==> config.mk <==
export PLATFORM = sky130hd
export DESIGN_NAME = char_power_ctrl
export DESIGN_NICKNAME = d
export VERILOG_FILES = /design/src/rtl/char_power_ctrl.sv
export SDC_FILE = /design/constraint.sdc
export NUM_CORES = 1
export LEC_CHECK = 0
export ABC_CLOCK_PERIOD_IN_PS = 2300
export BUFFER_PORTS_ARGS = -buffer_cell sky130_fd_sc_hd__buf_4
export CAP_MARGIN = 20
export CORE_UTILIZATION = 47
export CTS_CLUSTER_DIAMETER = 80
export DETAILED_ROUTE_END_ITERATION = 10
export GPL_TIMING_DRIVEN = 0
export PLACE_DENSITY_LB_ADDON = 0.2
export SLEW_MARGIN = 20
export SYNTH_ARGS = -nofsm -noshare
export SYNTH_HDL_FRONTEND = slang
export SYNTH_SLANG_ARGS = --single-unit
==> constraint.sdc <==
create_clock -name sys_clk -period 2.3 [get_ports sys_clk]
set_input_delay 0.46 -clock sys_clk [delete_from_list [all_inputs] [get_ports sys_clk]]
set_output_delay 0.46 -clock sys_clk [all_outputs]
set_load 0.05 [all_outputs]
==> src/rtl/char_power_ctrl.sv <==
// char_power_ctrl: character power level (SMALL/BIG/FIRE) with grow/shrink
// animations, post-hit invulnerability blink and sticky death.
// Build option: define POWER_FIRE_EN to make the FIRE level reachable via
// touch_flower; without it a flower counts as a mushroom.
module char_power_ctrl #(
  parameter int ANIM_FRAMES   = 24,
  parameter int INVULN_FRAMES = 120,
  parameter int BLINK_DIV     = 4
) (
  input  logic       sys_clk,
  input  logic       RST_N,
  input  logic       frame_tick,
  input  logic       touch_flower,
  input  logic       touch_mushroom,
  input  logic       hit_enemy,
  input  logic       fall_dead,
  output logic [1:0] power_state,
  output logic       char_big,
  output logic       anim_busy,
  output logic       invuln,
  output logic       visible,
  output logic       dead,
  output logic       pickup_ack
);

  localparam int AW = $clog2(ANIM_FRAMES + 1);
  localparam int IW = $clog2(INVULN_FRAMES + 1);
  localparam int BW = (BLINK_DIV > 1) ? $clog2(BLINK_DIV) : 1;

  typedef enum logic [2:0] {
    ST_SMALL, ST_BIG, ST_FIRE, ST_GROW, ST_SHRINK, ST_DEAD
  } state_t;

  typedef enum logic [1:0] {
    PEND_NONE, PEND_MUSH, PEND_FLOW
  } pend_t;

  state_t          state_q, state_d;
  logic            target_fire_q, target_fire_d;
  logic [AW-1:0]   anim_cnt_q, anim_cnt_d;
  logic [1:0]      anim_div_q, anim_div_d;
  logic [IW-1:0]   inv_cnt_q, inv_cnt_d;
  logic [BW-1:0]   blink_div_q, blink_div_d;
  pend_t           pend_q, pend_d;

  logic [1:0]      power_state_q, power_state_d;
  logic            char_big_q, char_big_d;
  logic            anim_busy_q, anim_busy_d;
  logic            invuln_q, invuln_d;
  logic            visible_q, visible_d;
  logic            dead_q, dead_d;
  logic            pickup_ack_q, pickup_ack_d;

  logic            pick_flow;
  logic            pick_any;
  pend_t           pick_in;
  pend_t           pick_now;
  state_t          settle;
  logic            apply_pick;
  logic            anim_load;
  logic            anim_toggle;
  logic            blink_toggle;
  logic            hit_ok;

`ifdef POWER_FIRE_EN
  assign pick_flow = touch_flower;
`else
  assign pick_flow = 1'b0;
`endif
  assign pick_any = touch_flower | touch_mushroom;
  assign hit_ok   = !invuln_q && !anim_busy_q && !dead_q;

  // Flower wins over mushroom when two pickups have to be folded together.
  function automatic pend_t merge_pick(input pend_t a, input pend_t b);
    if (a == PEND_FLOW || b == PEND_FLOW) return PEND_FLOW;
    if (a == PEND_MUSH || b == PEND_MUSH) return PEND_MUSH;
    return PEND_NONE;
  endfunction

  // Classify this cycle's pickup pulse, flower taking priority.
  always_comb begin
    pick_in = PEND_NONE;
    if (pick_flow) pick_in = PEND_FLOW;
    else if (pick_any) pick_in = PEND_MUSH;
  end

  // State register: all flops, async active-low reset.
  always_ff @(posedge sys_clk or negedge RST_N) begin
    if (!RST_N) begin
      state_q       <= ST_SMALL;
      target_fire_q <= 1'b0;
      anim_cnt_q    <= '0;
      anim_div_q    <= '0;
      inv_cnt_q     <= '0;
      blink_div_q   <= '0;
      pend_q        <= PEND_NONE;
      power_state_q <= 2'd0;
      char_big_q    <= 1'b0;
      anim_busy_q   <= 1'b0;
      invuln_q      <= 1'b0;
      visible_q     <= 1'b1;
      dead_q        <= 1'b0;
      pickup_ack_q  <= 1'b0;
    end else begin
      state_q       <= state_d;
      target_fire_q <= target_fire_d;
      anim_cnt_q    <= anim_cnt_d;
      anim_div_q    <= anim_div_d;
      inv_cnt_q     <= inv_cnt_d;
      blink_div_q   <= blink_div_d;
      pend_q        <= pend_d;
      power_state_q <= power_state_d;
      char_big_q    <= char_big_d;
      anim_busy_q   <= anim_busy_d;
      invuln_q      <= invuln_d;
      visible_q     <= visible_d;
      dead_q        <= dead_d;
      pickup_ack_q  <= pickup_ack_d;
    end
  end

  // Next state: event priority, animation/invulnerability timers, pending pickup.
  always_comb begin
    state_d       = state_q;
    target_fire_d = target_fire_q;
    anim_cnt_d    = anim_cnt_q;
    anim_div_d    = anim_div_q;
    inv_cnt_d     = inv_cnt_q;
    blink_div_d   = blink_div_q;
    pend_d        = pend_q;
    anim_load     = 1'b0;
    anim_toggle   = 1'b0;
    blink_toggle  = 1'b0;
    settle        = state_q;
    pick_now      = PEND_NONE;
    apply_pick    = 1'b0;

    if (state_q != ST_DEAD) begin
      if (frame_tick && inv_cnt_q != '0) begin
        inv_cnt_d = inv_cnt_q - IW'(1);
        if (blink_div_q == BW'(BLINK_DIV - 1)) begin
          blink_div_d  = '0;
          blink_toggle = 1'b1;
        end else begin
          blink_div_d = blink_div_q + BW'(1);
        end
      end

      if (fall_dead || (hit_enemy && hit_ok && state_q == ST_SMALL)) begin
        state_d     = ST_DEAD;
        pend_d      = PEND_NONE;
        anim_cnt_d  = '0;
        anim_div_d  = '0;
        inv_cnt_d   = '0;
        blink_div_d = '0;
      end else if (hit_enemy && hit_ok) begin
        state_d    = ST_SHRINK;
        anim_cnt_d = AW'(ANIM_FRAMES);
        anim_div_d = '0;
        anim_load  = 1'b1;
        pend_d     = pick_in;
      end else if (state_q == ST_GROW || state_q == ST_SHRINK) begin
        pick_now = merge_pick(pend_q, pick_in);
        pend_d   = pick_now;
        if (frame_tick) begin
          if (anim_cnt_q <= AW'(1)) begin
            anim_cnt_d = '0;
            anim_div_d = '0;
            pend_d     = PEND_NONE;
            apply_pick = 1'b1;
            if (state_q == ST_GROW) begin
              settle = target_fire_q ? ST_FIRE : ST_BIG;
            end else begin
              settle      = ST_SMALL;
              inv_cnt_d   = IW'(INVULN_FRAMES);
              blink_div_d = '0;
            end
          end else begin
            anim_cnt_d = anim_cnt_q - AW'(1);
            if (anim_div_q == 2'd3) begin
              anim_div_d  = '0;
              anim_toggle = 1'b1;
            end else begin
              anim_div_d = anim_div_q + 2'd1;
            end
          end
        end
      end else begin
        pick_now   = pick_in;
        apply_pick = 1'b1;
      end

      if (apply_pick) begin
        state_d = settle;
        if (settle == ST_SMALL && pick_now != PEND_NONE) begin
          state_d       = ST_GROW;
          target_fire_d = 1'b0;
          anim_cnt_d    = AW'(ANIM_FRAMES);
          anim_div_d    = '0;
          anim_load     = 1'b1;
        end else if (settle == ST_BIG && pick_now == PEND_FLOW) begin
          state_d       = ST_GROW;
          target_fire_d = 1'b1;
          anim_cnt_d    = AW'(ANIM_FRAMES);
          anim_div_d    = '0;
          anim_load     = 1'b1;
        end
      end
    end
  end

  // Outputs: derive next registered output values from the next state.
  always_comb begin
    power_state_d = 2'd0;
    char_big_d    = 1'b0;
    case (state_d)
      ST_BIG: begin
        power_state_d = 2'd1;
        char_big_d    = 1'b1;
      end
      ST_FIRE: begin
        power_state_d = 2'd2;
        char_big_d    = 1'b1;
      end
      ST_GROW: begin
        power_state_d = target_fire_d ? 2'd1 : 2'd0;
        char_big_d    = anim_load ? 1'b1 : (anim_toggle ? ~char_big_q : char_big_q);
      end
      ST_SHRINK: begin
        power_state_d = power_state_q;
        char_big_d    = anim_load ? 1'b0 : (anim_toggle ? ~char_big_q : char_big_q);
      end
      default: begin
        power_state_d = 2'd0;
        char_big_d    = 1'b0;
      end
    endcase
    anim_busy_d  = (state_d == ST_GROW) || (state_d == ST_SHRINK);
    dead_d       = (state_d == ST_DEAD);
    invuln_d     = (state_d != ST_DEAD) && ((state_d == ST_SHRINK) || (inv_cnt_d != '0));
    if (state_d == ST_DEAD || inv_cnt_d == '0) visible_d = 1'b1;
    else visible_d = blink_toggle ? ~visible_q : visible_q;
    pickup_ack_d = (state_q != ST_DEAD) && pick_any;
  end

  assign power_state = power_state_q;
  assign char_big    = char_big_q;
  assign anim_busy   = anim_busy_q;
  assign invuln      = invuln_q;
  assign visible     = visible_q;
  assign dead        = dead_q;
  assign pickup_ack  = pickup_ack_q;

endmodule

Word-level counts from Yosys, hierarchy flattened
Cells that the tools add are included.
{ "totals": {"register_bits": 30, "latchBits": 0, "ramBits": 0, "rom_bits": 0, "inputBits": 7, "out_inout_bits": 8, "elab_cells": 174, "n_memories": 0} }
{ "classes": {"add_sub_neg": 4, "multipliers": 0, "n_div": 0, "magnitude_cmp": 1, "eq_ne": 17, "shift": 0, "muxes": 106, "n_bitwise": 3, "reduce_logical": 29} }
{ "op_table": {"columns": ["op", "n"], "rows": [
  ["$mux 2", 32],
  ["$mux 7", 8],
  ["$mux 1", 44],
  ["$mux 5", 8],
  ["$mux 3", 12],
  ["$reduce_bool 7->1", 2],
  ["$eq 3x2->1 const B", 3],
  ["$eq 3x3->1 const B", 3],
  ["$logic_and 1x1->1", 9],
  ["$eq 2x2->1 const B", 4],
  ["$pmux 2 s4", 1],
  ["$logic_not 7->1", 1],
  ["$logic_or 1x1->1", 7],
  ["$sub 7x1->7 const B", 1],
  ["$eq 3x1->1 const B", 2],
  ["$logic_not 3->1", 2],
  ["$ne 3x3->1 const B", 2],
  ["$le 5x1->1 const B", 1],
  ["$sub 5x1->5 const B", 1],
  ["$add 2x1->2 const B", 2],
  ["$reduce_bool 2->1", 2],
  ["$logic_not 1->1", 3],
  ["$pmux 1 s3", 1],
  ["$reduce_bool 3->1", 1],
  ["7 further kinds", 8]
]} }

Longest topological paths before layout
Gate-level depths: netlist (run 1).
{ "logic_depth": {"depth_word": 29, "depth_mapped": 9, "depth_no_buf": 8} }

Least setup slack after synthesis (run 1)
Ideal clock, no wire load.
{ "synth_timing": {"kind": "reg-to-reg", "from": "reg dead_q (netlist: dead)", "to": "reg power_state_q[0] (netlist: power_state[0])", "setup_time_ps": 79, "arrival_ps": 2310, "t_required_ps": 2221, "path_slack_ps": -90, "path_stages_with_launch": 9, "path_buffers": 2, "synth_period_minus_slack_ps": 2390, "path_cell_list": "dfrtp_1 > nor4b_4 > or2_2 > buf_4 > or4_1 > nand3_1 > or2_1 > buf_2 > mux2i_1"} }
{ "synth_via": {"elab_chain_cells": 15, "elab_cells_between_ends": 36, "classes_between": "eq/ne (6); mux (21); reduce/logical (9)"} }
{ "synth_rtl": {"columns": ["element", "line_no", "source"], "rows": [
  ["start: declaration", "51", "logic dead_q, dead_d;"],
  ["start signal: assignment", "102", "dead_q <= 1'b0;"],
  ["start signal: assignment", "117", "dead_q <= dead_d;"],
  ["$logic_not 1->1 *", "71", "assign hit_ok = !invuln_q && !anim_busy_q && !dead_q;"],
  ["$logic_and 1x1->1 *", "71", null],
  ["$logic_and 1x1->1 *", "149, 156", null],
  ["$logic_and 1x1->1", "149", "if (fall_dead || (hit_enemy && hit_ok && state_q == ST_SMALL)) begin"],
  ["$logic_or 1x1->1", "149", null],
  ["$mux 3 or $mux 2 (tied branches)", "149", null],
  ["$mux 3 or $mux 2 (tied branches)", "138", "if (state_q != ST_DEAD) begin"],
  ["$eq 3x1->1 or $eq 2x2->1 (tied branches)", "201", "end else if (settle == ST_BIG && pick_now == PEND_FLOW) begin"],
  ["$logic_and 1x1->1", "201", null],
  ["$mux 3", "201", null],
  ["$mux 3", "195", "if (settle == ST_SMALL && pick_now != PEND_NONE) begin"],
  ["$mux 3 *", "193", "if (apply_pick) begin"],
  ["$mux 3 *", "138", null],
  ["named net state_d[0]", "38", "state_t state_q, state_d;"],
  ["$eq 3x3->1 (tied with other cells)", "216", "case (state_d)"],
  ["$pmux 2 s4", "216", null],
  ["end signal: assignment", "112", "power_state_q <= power_state_d;"],
  ["end: declaration", "46", "logic [1:0] power_state_q, power_state_d;"]
]} }
Mark *: on every way through the listed nets, which the timed path passes. The rest lies on a longest branch. The select of a mux whose other input is x is not followed.
A chain may end at the register's enable or synchronous reset.

Final worst setup path (run 1)
{ "layout_timing": {"from": "reg inv_cnt_q[1]", "to": "reg invuln_q (netlist: invuln)"} }
{ "layout_via": {"elab_chain_cells": 13, "elab_cells_between_ends": 14, "classes_between": "add/sub (1); mux (8); reduce/logical (5)"} }
{ "layout_rtl": {"columns": ["element", "line_no", "source"], "rows": [
  ["start: declaration", "42", "logic [IW-1:0] inv_cnt_q, inv_cnt_d;"],
  ["start signal: assignment", "109", "inv_cnt_q <= inv_cnt_d;"],
  ["branches (longest 9 deep; another with $sub 7x1->7)", null, null],
  ["$mux 7 *", "138", null],
  ["$reduce_bool 7->1 *", "240", "invuln_d = (state_d != ST_DEAD) && ((state_d == ST_SHRINK) || (inv_cnt_d != '0));"],
  ["$logic_or 1x1->1 *", "240", null],
  ["$logic_and 1x1->1 *", "240", null],
  ["named net invuln_d", "49", "logic invuln_q, invuln_d;"],
  ["end signal: assignment", "115", "invuln_q <= invuln_d;"],
  ["end: declaration", "49", null]
]} }
Mark *: on every way through the listed nets, which the timed path passes.

==> impl_results.md, run 1 <==
- Core area: 4140 um^2
- Crit Path Category: flip-flop to flip-flop
- Buffer depth of the longest clock path: 2
- Finished Cell Area: 2590 um^2
- Switching power: 0.511 mW
- Grt ovf: 0
- DP Area: 2280 um^2
- Final worst path period need: 2.37 ns
- RSZ-0062 raised after global routing: true
- Status: finished, violations left
- CTS root buf: clkbuf_8
- Post-synth EDFFs: 0
- Yosys top cell by area: dfrtp_1
- Htree depth: 2
- # diodes: 0
- Syn Inst Count: 226
- Total power: 1.83 mW
- Final setup viols: 2
- Post-synth top area share: 0.345
- Pre-CTS setup slack: -0.192 ns
- Starting density of the core: 0.508
- GP Congestion: 0.916
- Routed len/inst: 17.1 um
- Clk_lat worst skew: 0.29 ns
- Commonest non-fill, non-tap cells in the layout: 30 x buf_4, 24 x dfrtp_1, 18 x nor2_1
- WP data required: 2.47 ns
- Area Overhead vs Synth: 22.9%
- PD cells: 707 nW/um^2
- Syn Nets: 239
- Synth Register Bits: 30
- Tightest Hold Check Type: input port to asynchronous set/reset pin
- Fin crit share: 1.03
- Failing checks: setup timing
- Predominant post-synthesis flop cell: dfrtp_1
- Synth warn: 0
- Clock network power share: 0.371
- Number of distinct library cells after synthesis: 65
- Port-buffer cells: 14
- Std cell rows: 23
- Max FO, Critical Path: 4
- Number of I/O pins: 15
- Antenna violations before repair: 0
- Part of the Yosys area used for sequential elements: 0.357
- Critical path endpoint category: flip-flop
- CTS tree: done
- Die W: 68.9 um
- Die area: 4750 um^2
- Number of max-cap violations: 0
- Antenna viol nets, final: 0
- Peak supply drop: 0.511 mV
- Skew final: 0.00769 ns
- Worst slew pin tran: 0.656 ns
- Rel. slew slack: 0.556
- Remaining DRCs: 0
- First-pass GRT wire length: 8560 um
- Startpoint types: flip-flop
- R2R depth: 8
- Vias: 1873
- Gr usage total: 0.247
- Num CTS Buffers: 5
- Die Ht: 68.9 um
- Worst-path clk slew: 0.07 ns
- Worst path arrival time: 2.54 ns
- Largest net degree at the start of global routing: 31
- DRT Pass-1 Iters: 4
- Internal Pwr Total: 1.32 mW
- Total wire length: 5310 um
- # nets final: 273
- Layout cells sized above 1: 0.326
- Comb power frac: 0.284
- Sw frac: 0.279
- Area contributors post-synth: dfrtp_1 34%, ha_1 3.6%, nor2_1 3.6%
- Synth Area per Inst: 9.31 um^2
- Static Leak: 1.06 nW
- Total clock sinks: 30
- Final Hold Violating Endpoints: 0
- Mapped Area: 2100 um^2
- Avg Vias per Cell: 6.02
- DP HPWL: 3640 um
- Setup TNS: -0.121 ns
- Most common cell after layout, fill and taps aside: buf_4
- Iter 0 DRT Violations: 107
- Final Max Slew Viols: 0
- FMAX: 422 MHz
- Final worst-path setup slack: -0.0709 ns
- Vias in the first global route: 1825
- Asr flop ratio synth: 1.00
- Sequential Power Share: 0.345
[cells by family (layout without fill, tap and decap cells)]
group / count (synthesis) / count (layout) / share of synthesized area
compound gates: 67 / 67 / 0.235
xor+xnor: 6 / 6 / 0.0250
fa+ha+maj: 6 / 6 / 0.0357
buf+inv: 19 / 54 / 0.0493
flops: 30 / 30 / 0.357
mux: 5 / 5 / 0.0250
simple gates: 93 / 93 / 0.273
[cell usage after synthesis, types with 3 or more instances]
library cell  count
a211oi_1          4
a21o_1            4
a21oi_1          14
a22o_1            4
buf_2             3
dfrtp_1          29
ha_1              6
inv_1            11
mux2i_1           3
nand2_1          17
nand3_1           9
nor2_1           20
nor3_1           10
nor4b_1           3
nor4b_4           3
o211ai_1          4
o21ai_0          13
or2_2             3
or3_1             4
or4b_4            3
xnor2_1           4
[cell type report]
type | instances | area [um^2]
Timing Repair Buffer | 28 | 210
Buffer | 7 | 55.1
Sequential cell | 30 | 758
Inverter | 11 | 41.3
Clock buffer | 6 | 82.6
Clock inverter | 2 | 60.1
Tap cell | 50 | 62.6
Fill cell | 357 | 1560
Multi-Input combinational cell | 177 | 1320
[power groups by stage]
stage / registers [mW] / logic, mW / clock network [mW]
floorplan: 0.630 / 0.265 / 0
global placement: 0.642 / 0.333 / 0
detailed placement: 0.644 / 0.343 / 0
CTS: 0.627 / 0.440 / 0.682
global route: 0.636 / 0.571 / 0.705
finish: 0.631 / 0.519 / 0.678
[critical path, stage by stage, from the launching register on]
cell and delay, ns:
dfrtp_1 0.40, inv_2 0.09, ha_4 0.13, or4b_4 0.48, o311a_4 0.41, or3_4 0.34
a21boi_2 0.14, o211a_1 0.19, a31oi_1 0.08
[worst paths after layout]
kind	startpoint	to	slack, ns
worst max-delay path	inv_cnt_q[1]$_DFF_PN0_	invuln$_DFF_PN0_	-0.07
worst min-delay path	RST_N	pickup_ack$_DFF_PN0_	0.08
worst max register to register	inv_cnt_q[1]$_DFF_PN0_	invuln$_DFF_PN0_	-0.07
worst min register to register	anim_div_q[1]$_DFFE_PN0N_	anim_div_q[1]$_DFFE_PN0N_	0.52
max in group asynchronous	RST_N	visible$_DFFE_PN1P_	1.90
min in group sys_clk	touch_flower	pickup_ack$_DFF_PN0_	0.50
[repair_timing]
action,in CTS,in global routing
pin swaps,2,7
setup buffers,9,5
endpoints found under the setup margin,8,9
hold buffers,0,0
resized for setup,7,14
endpoints found under the hold margin,0,0
[state kept, by name, indices dropped and copies added (netlist names)]
signal         count
anim_cnt_q         5
char_big           1
anim_div_q         2
invuln             1
pend_q             2
anim_busy          1
state_q            3
pickup_ack         1
blink_div_q        2
target_fire_q      1
inv_cnt_q          7
dead               1
visible            1
power_state        2
[stage by stage]
stage | util | hold WS [ns] | instances
2_1_floorplan | - | 0.164 | 226
3_3_place_gp | 0.549 | 0.410 | 290
3_5_place_dp | 0.549 | 0.409 | 290
4_1_cts | 0.605 | 0.105 | 307
5_1_grt | 0.624 | 0.127 | 311
6_report | 0.624 | 0.0823 | 311
[per-layer routing]
layer | global-route usage | vias up | wire length (um)
li1 | - | 910 | -
met1 | 0.330 | 906 | 2420
met2 | 0.399 | 47 | 2520
met3 | 0.0526 | 10 | 281
met4 | 0.0714 | 0 | 89
met5 | 0 | - | 0
Power figures use the tool's default switching activity.
==> run 2: changes to the inputs <==
--- a/config.mk
+++ b/config.mk
@@ -5,6 +5,7 @@
 export SDC_FILE = /design/constraint.sdc
 export NUM_CORES = 1
 export LEC_CHECK = 0
+export ABC_AREA = 1
 export ABC_CLOCK_PERIOD_IN_PS = 2300
 export BUFFER_PORTS_ARGS = -buffer_cell sky130_fd_sc_hd__buf_4
 export CAP_MARGIN = 20
==> impl_results.md, run 2 <==
- Status: complete, no violations
- Top reg by flops: inv_cnt_q
- Iter 0 DRT Violations: 87
- FF-to-FF setup slack: 0.14 ns
- Clk_lat worst skew: 0.29 ns
- FF/Latch Area: 753 um^2
- Post-synth top area share: 0.379
- Startpoint types: flip-flop
- List of most frequent post-synthesis cells: 76 x nand2_1, 36 x inv_1, 30 x nor2_1, 29 x dfrtp_1, 26 x nand3_1
- RSZ-0062 raised after global routing: true
- Final worst path period need: 2.16 ns
- Max FO, Critical Path: 7
- Vias in the first global route: 1700
- Die Ht: 65.8 um
- DRT Pass-1 Iters: 4
- Std cell rows: 22
- Die W: 65.8 um
- Num CTS Buffers: 5
- GP Congestion: 0.823
- Layout cells sized above 1: 0.186
- Commonest non-fill, non-tap cells in the layout: 74 x nand2_1, 34 x inv_1, 30 x nor2_1
- First-pass GRT wire length: 7400 um
- Antenna viol nets, final: 0
- Asr flop ratio synth: 1.00
- Buffer depth of the longest clock path: 2
- Static Leak: 1.20 nW
- Remaining DRCs: 0
- Syn Inst Count: 270
- Largest net degree at the start of global routing: 31
- Grt ovf: 0
- Number of max-cap violations: 0
- Antenna violations before repair: 0
- Yosys top cell by area: dfrtp_1
- Total wire length: 4220 um
- Htree depth: 2
- Most common cell after layout, fill and taps aside: nand2_1
- Peak supply drop: 0.518 mV
- Max FFs per register: 7
- Critical R2R Launch: anim_cnt_q[1]$_DFFE_PN0N_
- Predominant post-synthesis flop cell: dfrtp_1
- Critical path endpoint category: flip-flop
- Total clock sinks: 30
- DP Area: 2080 um^2
- Part of the Yosys area used for sequential elements: 0.393
- Avg Vias per Cell: 5.16
- Fin crit share: 0.938
- Critical path origin: anim_cnt_q[1]$_DFFE_PN0N_
- Synth warn: 0
- Starting density of the core: 0.508
- CTS root buf: clkbuf_8
- Number of distinct library cells after synthesis: 28
- PD cells: 687 nW/um^2
- Crit Path Category: flip-flop to flip-flop
- Final Hold Violating Endpoints: 0
- Rel. slew slack: 0.681
- Worst path arrival time: 2.33 ns
- Non-Filler Instances: 343
- Skew final: 0.00368 ns
- Most numerous cell in the Yosys netlist: nand2_1
- Tightest Hold Check Type: input port to asynchronous set/reset pin
- Area contributors post-synth: dfrtp_1 38%, nand2_1 15%, inv_1 7.1%
- Dpl cells: 332
- Mapped Area: 1910 um^2
- Final setup viols: 0
- Routed len/inst: 12.3 um
- Top Registers: inv_cnt_q: 7 flops, anim_cnt_q: 5 flops, state_q: 3 flops
- Die area: 4330 um^2
- Synth Area per Inst: 7.09 um^2
- Worst slew pin tran: 0.471 ns
- # fillers: 376
- Core area: 3770 um^2
- # nets final: 307
- DP HPWL: 3110 um
- Worst-path clk slew: 0.06 ns
- # diodes: 0
- Syn Nets: 283
- Finished Cell Area: 2240 um^2
- Area Overhead vs Synth: 17.2%
- CTS tree: done
- Vias: 1770
- WP data required: 2.48 ns
- Final Max Slew Viols: 0
- FMAX: 463 MHz
- Number of I/O pins: 15
- Port-buffer cells: 14
- Synth Register Bits: 30
- Gr usage total: 0.233
- Post-synth EDFFs: 0
- Area of the multi-input gates: 1040 um^2
[run 2: changes by cell type after synthesis, sizes merged, moves of 7 or more]
| cell | previous run | this run |
|---|---|---|
| nand2 | 18 | 78 |
| a21oi | 16 | 8 |
| buf | 7 | 0 |
| nand3 | 10 | 30 |
| nor3 | 10 | 2 |
| nor2 | 21 | 33 |
| inv | 11 | 44 |
[run 2: cell families (layout without fill, tap and decap cells)]
kind of cell	count (synthesis)	count (layout)	synth area share
flip-flops	30	30	0.393
AO/OA/AOI/OAI	32	32	0.100
multiplexers	1	1	0.00523
adder cells (fa/ha/maj)	6	6	0.0392
buffers and inverters	45	70	0.0882
AND/OR/NAND/NOR	148	148	0.338
XOR/XNOR	8	8	0.0366
[run 2: metal layers]
layer | share of wire | GRT usage
met4 | 0.026 | 0.111
met5 | 0 | 0
met3 | 0.043 | 0.0638
met1 | 0.47 | 0.278
met2 | 0.46 | 0.384
[run 2: final timing paths]
path	end	cells past startpoint
hold reg to reg	power_state[0]$_DFFE_PN0P_	2
max in group asynchronous	visible$_DFFE_PN1P_	1
setup reg to reg	anim_busy$_DFF_PN0_	13
hold / removal	inv_cnt_q[6]$_DFF_PN0_	1
setup / recovery	anim_busy$_DFF_PN0_	13
min in group sys_clk	pickup_ack$_DFF_PN0_	3
[run 2: worst max-delay path: stages (launching register included)]
cell and delay (ns):
dfrtp_1 0.41, inv_2 0.09, ha_2 0.17, o21bai_1 0.11
nand2_2 0.13, nor2_4 0.19, inv_2 0.07, nand2_1 0.09
nand2_2 0.07, a21oi_2 0.22, nand2_4 0.13, nand4_4 0.09
nor2_2 0.07, or2_1 0.21
[run 2: layout make-up]
| class | instances | area share |
|---|---|---|
| Buffer | 1 | 0.00167 |
| Clock buffer | 7 | 0.0385 |
| Clock inverter | 1 | 0.00223 |
| Inverter | 44 | 0.0736 |
| Multi-Input combinational cell | 195 | 0.465 |
| Sequential cell | 30 | 0.336 |
| Tap cell | 48 | 0.0268 |
| Timing Repair Buffer | 17 | 0.0569 |
[run 2: where the power goes]
| group | internal [mW] | switching (mW) | leakage (nW) | total [mW] |
|---|---|---|---|---|
| Clock | 0.241 | 0.205 | 0.0482 | 0.446 |
| Sequential | 0.597 | 0.0594 | 0.369 | 0.657 |
| Combinational | 0.173 | 0.264 | 0.781 | 0.438 |
[run 2: through the flow]
step	total power, mW	setup TNS (ns)	setup WS (ns)	util	hold WS [ns]
final	1.54	0	0.141	0.595	0.0896
after detailed placement	1.06	0	0.0468	0.551	0.414
after floorplan	0.964	0	0.227	-	0.164
after global placement	1.06	0	0.0270	0.551	0.418
after CTS	1.51	0	0.0222	0.576	0.105
after global routing	1.66	-0.0509	-0.0270	0.595	0.124
[run 2: timing repair]
action	CTS	global route
gates resized for setup	0	15
hold buffers	0	0
setup buffers	0	3
setup endpoints to repair	0	6
hold endpoints to repair	0	0
